--- src/rtl/channel_mixer_if.sv ---
// Encoder/button inputs and channel outputs of the channel mixer.
// The master side drives the encoder count and button; the slave side returns selection and channels.
interface channel_mixer_if #(
  parameter int NUM_CH = 3
);
  logic [7:0]          enc_value;
  logic                btn;
  logic [1:0]          sel;
  logic [8*NUM_CH-1:0] ch_values;
  logic                update;

  modport master (output enc_value, btn, input sel, ch_values, update);
  modport slave  (input enc_value, btn, output sel, ch_values, update);
endinterface

--- src/rtl/channel_mixer_ctrl.sv ---
// Shares one free-running encoder count between NUM_CH 8-bit channel registers.
// A button press selects the next channel and briefly mutes encoder deltas.
module channel_mixer_ctrl #(
  parameter int         NUM_CH    = 3,
  parameter logic [7:0] RESET_VAL = 8'd0,
  parameter bit         SATURATE  = 1'b1,
  parameter int         HOLDOFF   = 4
) (
  input logic            clk,
  input logic            reset,
  channel_mixer_if.slave bus
);
  localparam logic [7:0] HOLDOFF_LD = 8'(HOLDOFF);
  localparam logic [1:0] LAST_SEL   = 2'(NUM_CH - 1);

  logic [7:0]              prev_r;
  logic [7:0]              holdoff_r;
  logic                    btn_q_r;
  logic [1:0]              sel_r;
  logic [NUM_CH-1:0][7:0]  ch_r;
  logic                    update_r;

  logic [7:0]        delta_s;
  logic [7:0]        cur_s;
  logic [7:0]        new_val_s;
  logic [7:0]        holdoff_nxt_s;
  logic signed [9:0] sum_s;
  logic              apply_s;
  logic              changed_s;
  logic              press_s;
  logic [1:0]        sel_nxt_s;

  // Signed encoder delta and the candidate new value of the selected channel
  always_comb begin
    delta_s = bus.enc_value - prev_r;
    apply_s = (delta_s != 8'd0) && (holdoff_r == 8'd0);
    cur_s   = 8'd0;
    for (int k = 0; k < NUM_CH; k++) begin
      cur_s = (sel_r == 2'(k)) ? ch_r[k] : cur_s;
    end
    // 10-bit signed sum covers -128..382, so bits 9/8 flag under/overflow
    sum_s = $signed({2'b00, cur_s}) + $signed({{2{delta_s[7]}}, delta_s});
    if (SATURATE && sum_s[9]) begin
      new_val_s = 8'd0;
    end else if (SATURATE && sum_s[8]) begin
      new_val_s = 8'hFF;
    end else begin
      new_val_s = sum_s[7:0];
    end
    changed_s = apply_s && (new_val_s != cur_s);
  end

  // Button rising edge, selection advance and holdoff countdown
  always_comb begin
    press_s = bus.btn & ~btn_q_r;
    if (press_s) begin
      sel_nxt_s     = (sel_r == LAST_SEL) ? 2'd0 : sel_r + 2'd1;
      holdoff_nxt_s = HOLDOFF_LD;
    end else if (holdoff_r != 8'd0) begin
      sel_nxt_s     = sel_r;
      holdoff_nxt_s = holdoff_r - 8'd1;
    end else begin
      sel_nxt_s     = sel_r;
      holdoff_nxt_s = holdoff_r;
    end
  end

  // State registers; the delta lands on the selection held before any press this cycle
  always_ff @(posedge clk) begin
    if (reset) begin
      prev_r    <= bus.enc_value;
      btn_q_r   <= 1'b0;
      holdoff_r <= 8'd0;
      sel_r     <= 2'd0;
      ch_r      <= {NUM_CH{RESET_VAL}};
      update_r  <= 1'b0;
    end else begin
      prev_r    <= bus.enc_value;
      btn_q_r   <= bus.btn;
      holdoff_r <= holdoff_nxt_s;
      sel_r     <= sel_nxt_s;
      update_r  <= changed_s;
      for (int k = 0; k < NUM_CH; k++) begin
        if (changed_s && (sel_r == 2'(k))) begin
          ch_r[k] <= new_val_s;
        end
      end
    end
  end

  assign bus.sel       = sel_r;
  assign bus.ch_values = ch_r;
  assign bus.update    = update_r;
endmodule

--- src/flat_wrapper.sv ---
// flat-port wrapper written by rule: the top's interface ports become plain ports
module channel_mixer_ctrl_flat 
#(
  parameter int         NUM_CH    = 3,
  parameter logic [7:0] RESET_VAL = 8'd0,
  parameter bit         SATURATE  = 1'b1,
  parameter int         HOLDOFF   = 4
)
  (clk, reset, bus_enc_value, bus_btn, bus_sel, bus_ch_values, bus_update);
  channel_mixer_if #(.NUM_CH(NUM_CH)) bus_i ();
  input logic clk;
  input logic reset;
  input wire logic [$bits(bus_i.enc_value)-1:0] bus_enc_value;
  input wire logic [$bits(bus_i.btn)-1:0] bus_btn;
  output wire logic [$bits(bus_i.sel)-1:0] bus_sel;
  output wire logic [$bits(bus_i.ch_values)-1:0] bus_ch_values;
  output wire logic [$bits(bus_i.update)-1:0] bus_update;
  assign bus_i.enc_value = bus_enc_value;
  assign bus_i.btn = bus_btn;
  assign bus_sel = bus_i.sel;
  assign bus_ch_values = bus_i.ch_values;
  assign bus_update = bus_i.update;
  channel_mixer_ctrl #(.NUM_CH(NUM_CH), .RESET_VAL(RESET_VAL), .SATURATE(SATURATE), .HOLDOFF(HOLDOFF)) u_core (.clk(clk), .reset(reset), .bus(bus_i));
endmodule
--- config.mk ---
export PLATFORM = sky130hd
export DESIGN_NAME = channel_mixer_ctrl_flat
export DESIGN_NICKNAME = d
export VERILOG_FILES = /design/src/rtl/channel_mixer_if.sv /design/src/rtl/channel_mixer_ctrl.sv /design/src/flat_wrapper.sv
export SDC_FILE = /design/constraint.sdc
export NUM_CORES = 1
export LEC_CHECK = 0
export ABC_CLOCK_PERIOD_IN_PS = 6000
export BUFFER_PORTS_ARGS = -buffer_cell sky130_fd_sc_hd__buf_2
export CORE_MARGIN = 2
export CORE_UTILIZATION = 59
export CTS_CLUSTER_DIAMETER = 100
export DETAILED_ROUTE_END_ITERATION = 10
export PLACE_DENSITY = 0.8
export RECOVER_POWER = 50
export SYNTH_ARGS = -nofsm -noshare
export SYNTH_HDL_FRONTEND = slang
export SYNTH_SLANG_ARGS = --single-unit
--- constraint.sdc ---
create_clock -name clk -period 6 [get_ports clk]
set_input_delay 0.3 -clock clk [delete_from_list [all_inputs] [get_ports clk]]
set_output_delay 0.3 -clock clk [all_outputs]
set_load 0.03 [all_outputs]
# Yosys cells after proc, flatten, opt, wreduce, memory -nomap -nowiden
# Cells that the tools add are included.
dict set report word_totals {
  reg_bits 44
  inputBits 11
  output_inout_bits 27
  elab_cells 37
}
dict set report op_classes {
  n_addsub 4
  n_eq_ne 3
  muxes 8
  bitwise_logic 2
  reduce_logical 11
}
# op n
set ops {}
lappend ops {{two-way mux 8 bit} 5}
lappend ops {{nonzero test 8 bit} 2}
lappend ops {{adder 9 x 8 -> 10 bit} 1}
lappend ops {{zero test 8 bit} 1}
lappend ops {{!= test 8 bit} 1}
lappend ops {{subtractor 8 x 1 -> 8 bit (second input constant)} 1}
lappend ops {{subtractor 8 bit} 1}
lappend ops {{two-way mux 3 bit} 2}
lappend ops {{logical AND 1 bit} 5}
lappend ops {{adder 2 x 1 -> 2 bit (second input constant)} 1}
lappend ops {{equality test 2 x 1 -> 1 bit (second input constant)} 1}
lappend ops {{equality test 2 bit (second input constant)} 1}
lappend ops {{zero test 2 bit} 1}
lappend ops {{two-way mux 2 bit} 1}
lappend ops {{nonzero test 2 bit} 1}
lappend ops {{OR reduction 2 bit} 1}
lappend ops {{AND 1 bit} 1}
lappend ops {{inverter 1 bit} 1}

# Depth between registers and ports, before layout
dict set report depth {
  depth_word 10
  mapped_depth 18
  depth_no_buf 17
}

# Least setup slack after synthesis
# Ideal clock, no wire load.
dict set report synth_timing {
  path_type {input-to-reg}
  from {input bus_enc_value[0]}
  to {register u_core.ch_r, in the netlist u_core.bus.ch_values[0]}
  setup_ps 72
  arrival_time_ps 4505
  t_required_ps 5928
  slack_ps 1423
  path_stages 17
  path_buffers 0
  cell_sequence {inv_1 ha_1 fa_1 nand2b_1 a21oi_1 a2111oi_0 or3_1 ha_1 inv_1 o21ai_1 a221oi_4 nor3_2 or4_4 a41oi_2 a311oi_2 o41ai_4 mux2i_1}
}
dict set report synth_via {
  elab_chain_len 7
  word_cells_on_any_way 9
  classes_between {add/sub: 2; eq/ne: 1; mux: 2; reduce/logical: 4}
}
# item line_no
set synth_lines {}
lappend synth_lines {{start, declared} flat_wrapper.sv:13} ;# input wire logic [$bits(bus_i.enc_value)-1:0] bus_enc_value;
lappend synth_lines {{subtractor 8 bit *} channel_mixer_ctrl.sv:35} ;# delta_s = bus.enc_value - prev_r;
lappend synth_lines {{adder 9 x 8 -> 10 bit} channel_mixer_ctrl.sv:42} ;# sum_s = $signed({2'b00, cur_s}) + $signed({{2{delta_s[7]}}, delta_s});
lappend synth_lines {{two-way mux 8 bit} channel_mixer_ctrl.sv:45} ;# end else if (SATURATE && sum_s[8]) begin
lappend synth_lines {{two-way mux 8 bit} channel_mixer_ctrl.sv:43} ;# if (SATURATE && sum_s[9]) begin
lappend synth_lines {{!= test 8 bit} channel_mixer_ctrl.sv:50} ;# changed_s = apply_s && (new_val_s != cur_s);
lappend synth_lines {{logical AND 1 bit} channel_mixer_ctrl.sv:50}
lappend synth_lines {{logical AND 1 bit} channel_mixer_ctrl.sv:84} ;# if (changed_s && (sel_r == 2'(k))) begin
lappend synth_lines {{end signal, assigned} channel_mixer_ctrl.sv:75} ;# ch_r <= {NUM_CH{RESET_VAL}};
lappend synth_lines {{end signal, assigned by index} channel_mixer_ctrl.sv:85} ;# ch_r[k] <= new_val_s;
lappend synth_lines {{end, declared} channel_mixer_ctrl.sv:20} ;# logic [NUM_CH-1:0][7:0] ch_r;
# Every way passes the cells marked *; elsewhere a longest branch is shown, timed or not.
# A chain may end at the register's enable or synchronous reset.

# Final worst setup path
dict set report layout_timing {
  from {register u_core.sel_r[1], in the netlist u_core.bus.sel[1]}
  to {register u_core.ch_r, in the netlist u_core.bus.ch_values[12]}
}
dict set report layout_via {
  elab_chain_len 10
  word_cells_on_any_way 12
  classes_between {add/sub: 1; eq/ne: 3; mux: 5; reduce/logical: 3}
}
# item line_no
set layout_lines {}
lappend layout_lines {{start, declared} channel_mixer_ctrl.sv:19} ;# logic [1:0] sel_r;
lappend layout_lines {{start signal, assigned} channel_mixer_ctrl.sv:81} ;# sel_r <= sel_nxt_s;
lappend layout_lines {{zero test 2 bit} channel_mixer_ctrl.sv:39} ;# cur_s = (sel_r == 2'(k)) ? ch_r[k] : cur_s;
lappend layout_lines {{two-way mux 8 bit (3 in a row)} channel_mixer_ctrl.sv:39}
lappend layout_lines {{adder 9 x 8 -> 10 bit} channel_mixer_ctrl.sv:42}
lappend layout_lines {{two-way mux 8 bit} channel_mixer_ctrl.sv:45}
lappend layout_lines {{two-way mux 8 bit} channel_mixer_ctrl.sv:43}
lappend layout_lines {{!= test 8 bit} channel_mixer_ctrl.sv:50}
lappend layout_lines {{logical AND 1 bit} channel_mixer_ctrl.sv:50}
lappend layout_lines {{logical AND 1 bit} channel_mixer_ctrl.sv:84}
# Parallel ways exist; a longest one is shown, timed or not.

==> load_flow_metrics.sql <==
INSERT INTO impl_metrics (metric_group, metric, value, unit) VALUES
('logic_synthesis', 'top_count_cell_post_synth', 'sky130_fd_sc_hd__dfxtp_1', ''),
('die', 'starting_density_of_the_core', '60.7', '%'),
('die', 'top_level_ports', '38', ''),
('cells_and_area', 'diodes', '0', ''),
('logic_synthesis', 'synthArstFlopShare', '0', '%'),
('routing', 'route.detailed.drc', '0', ''),
('logic_synthesis', 'synth_simple_gate_area_share', '22.0', '%'),
('timing', 'finalCritPeriodShare', '88.6', '%'),
('grt', 'globalRouteOverflowTotal', '0', ''),
('power', 'worst_ir_drop_vdd', '0.000267', 'V'),
('logic_synthesis', 'netlist.top_cell.by_area', 'sky130_fd_sc_hd__dfxtp_1', ''),
('routing', 'wl_met2', '3240', 'µm'),
('logic_synthesis', 'synthesis.nets', '381', ''),
('timing', 'final_hold_viol_count', '0', ''),
('logic_synthesis', 'synth_top_family_by_area', 'compound AO/OA/AOI/OAI gates', ''),
('grt', 'grt_start_max_net_pins', '34', ''),
('logic_synthesis', 'ys_seq_elements', '44', ''),
('die', 'die_height', '76.3', 'µm'),
('critical_path', 'critical_path_buf_inv_count', '1', ''),
('critical_path', 'endpoint_kind', 'flip-flop', ''),
('place', 'placement.io_buffers', '37', ''),
('timing', 'maxSlewHeadroom', '27.0', '%'),
('clock_tree', 'clock_latency', '0.30', 'ns'),
('routing', 'initialDrtViolationCount', '194', ''),
('clock_tree', 'cts_root_buffer', 'sky130_fd_sc_hd__clkbuf_8', ''),
('logic_synthesis', 'synth_xor_xnor_area_share', '3.41', '%'),
('status', 'status', 'finished clean', ''),
('routing', 'route.detailed.vias_per_inst', '6.00', ''),
('critical_path', 'slowest_delay', '0.76', 'ns'),
('hold_path', 'timing.hold.worst.start', 'bus_enc_value[5]', ''),
('logic_synthesis', 'synth_adder_area_share', '8.20', '%'),
('clock_tree', 'ctsHoldBuffers', '0', ''),
('logic_synthesis', 'synth.top_cell.area_share', '28.6', '%'),
('clock_tree', 'post-cts-setup-buffers', '0', ''),
('logic_synthesis', 'avg_inst_size_synth', '8.78', 'µm²'),
('timing', 'fmax', '188', 'MHz'),
('power', 'cellPowerDensity', '493', 'nW/µm²'),
('logic_synthesis', 'synth.mux.area_fraction', '10.8', '%'),
('critical_path', 'crit_arrival', '5.55', 'ns'),
('critical_path', 'cells_traversed_along_the_worst_timing_path', 'nor2b_1, a2bb2oi_1, inv_1, ha_1, fa_1, a211o_1, and2_4, a221oi_4, nor3_2, nor2_1, o31ai_1, a311oi_2, o41a_1, mux2i_1', ''),
('cells_and_area', 'finalCoreUtilization', '67.0', '%'),
('power', 'power.static_leakage', '1.44', 'nW'),
('critical_path', 'path_max_fanout', '15', ''),
('timing', 'tightestPinTransition', '1.10', 'ns'),
('logic_synthesis', 'synth_sequential_area_ratio', '28.6', '%'),
('routing', 'routed_wl', '7040', 'µm'),
('cells_and_area', 'register_area', '881', 'µm²'),
('clock_tree', 'cts_tree', 'done', ''),
('timing', 'timing.clock.skew', '0.00969', 'ns'),
('clock_tree', 'cts_inserted_buffers', '5', ''),
('grt', 'first_pass_grt_wire_length', '12100', 'µm'),
('hold_path', 'hp-class', 'in -> reg', ''),
('routing', 'number_of_antenna_violating_nets_in_the_routed_design', '0', ''),
('critical_path', 'setup.worst_path.start', 'u_core.bus.sel[1]$_SDFFE_PP0P_', ''),
('cells_and_area', 'fraction_of_layout_cells_with_a_size_suffix_above_1', '9.30', '%'),
('logic_synthesis', 'synthesis.instances', '351', ''),
('cells_and_area', 'area.growth.synth_to_final', '10.3', '%'),
('logic_synthesis', 'post_synth_instance_area', '3080', 'µm²'),
('logic_synthesis', 'dominantRegCellSynth', 'sky130_fd_sc_hd__dfxtp_1', ''),
('critical_path', 'startpoint_to_endpoint_class_of_the_critical_path', 'reg -> reg', ''),
('critical_path', 'path_delay_family', 'compound AO/OA/AOI/OAI gates', ''),
('clock_tree', 'clock_sinks', '44', ''),
('grt', 'antenna_found_initial', '0', ''),
('grt', 'via_count_of_the_first_global_routing_pass', '2615', ''),
('timing', 'setup_viol', '0', ''),
('clock_tree', 'htreeDepth', '2', ''),
('clock_tree', 'post_cts_resized', '0', ''),
('die', 'floorplan.rows', '26', ''),
('timing', 'final.min_clock_period', '5.32', 'ns'),
('logic_synthesis', 'yosys_warnings', '0', ''),
('cells_and_area', 'final.fill_count', '455', '');
[state kept, by name, summed over array words and instances (netlist names)]
name / cells
u_core.prev_r: 8
u_core.bus.sel: 2
u_core.bus.update: 1
u_core.bus.ch_values: 24
u_core.holdoff_r: 8
u_core.btn_q_r: 1
[area by class of cell]
class                           count  area share, %
Multi-Input combinational cell    275           61.1
Sequential cell                    44           25.9
Timing Repair Buffer               37           4.30
Tap cell                           70           2.58
Inverter                           23           2.54
Clock buffer                        6           2.43
Clock inverter                      2           1.14
[metrics by stage]
step	instances	cell area, µm²
after floorplan	351	3080
after global placement	449	3320
after detailed placement	449	3320
after CTS	457	3440
after global routing	457	3400
final	457	3400
[where the power goes]
part / leakage, nW / internal, W / switching, W
clock network: 0.0614 / 0.000136 / 0.000108
registers: 0.361 / 0.000355 / 0.0000504
logic: 1.02 / 0.000383 / 0.000644
[cell families after synthesis]
group,Yosys count
AND/OR/NAND/NOR,127
AO/OA/AOI/OAI,84
flip-flops,44
multiplexers,33
buffers and inverters,32
adder cells (fa/ha/maj),19
XOR/XNOR,12
[per-layer routing]
| layer | global-route usage [%] | vias up |
|---|---|---|
| met5 | 0 | - |
| met4 | 9.27 | 0 |
| met3 | 5.57 | 18 |
| met2 | 41.1 | 71 |
| met1 | 32.2 | 1295 |
| li1 | - | 1357 |
[cells in the final DEF (no fill, tap or decap), types with 3 or more instances in the layout]
cell / netlist / layout
sky130_fd_sc_hd__dfxtp_1: 44 / 44
sky130_fd_sc_hd__o211ai_1: 4 / 4
sky130_fd_sc_hd__nor4_1: 3 / 3
sky130_fd_sc_hd__ha_1: 17 / 17
sky130_fd_sc_hd__inv_1: 23 / 23
sky130_fd_sc_hd__clkbuf_8: 0 / 6
sky130_fd_sc_hd__clkbuf_1: 6 / 31
sky130_fd_sc_hd__a21o_1: 4 / 4
sky130_fd_sc_hd__nand3_1: 4 / 4
sky130_fd_sc_hd__nor2b_1: 5 / 5
sky130_fd_sc_hd__nand2_1: 17 / 17
sky130_fd_sc_hd__a21oi_1: 17 / 17
sky130_fd_sc_hd__a2111oi_0: 3 / 3
sky130_fd_sc_hd__xnor2_1: 7 / 7
sky130_fd_sc_hd__or3_1: 6 / 6
sky130_fd_sc_hd__nor3_1: 7 / 7
sky130_fd_sc_hd__or2_2: 3 / 3
sky130_fd_sc_hd__a2bb2oi_1: 3 / 3
sky130_fd_sc_hd__xor2_1: 5 / 5
sky130_fd_sc_hd__nand2b_1: 28 / 28
sky130_fd_sc_hd__o21ai_0: 14 / 14
sky130_fd_sc_hd__mux2i_1: 32 / 32
sky130_fd_sc_hd__nor2_1: 35 / 35
sky130_fd_sc_hd__buf_2: 3 / 6
sky130_fd_sc_hd__nand4_1: 4 / 4
[path summary, 6_finish.rpt]
path	to	slack, ns	cells past startpoint
max	u_core.bus.ch_values[12]$_SDFFE_PP0P_	0.68	14
min	u_core.prev_r[5]$_DFF_P_	0.11	1
max reg2reg	u_core.bus.ch_values[12]$_SDFFE_PP0P_	0.68	14
min reg2reg	u_core.holdoff_r[3]$_SDFFE_PP0P_	0.49	2
(Power assumes the default switching activity.)
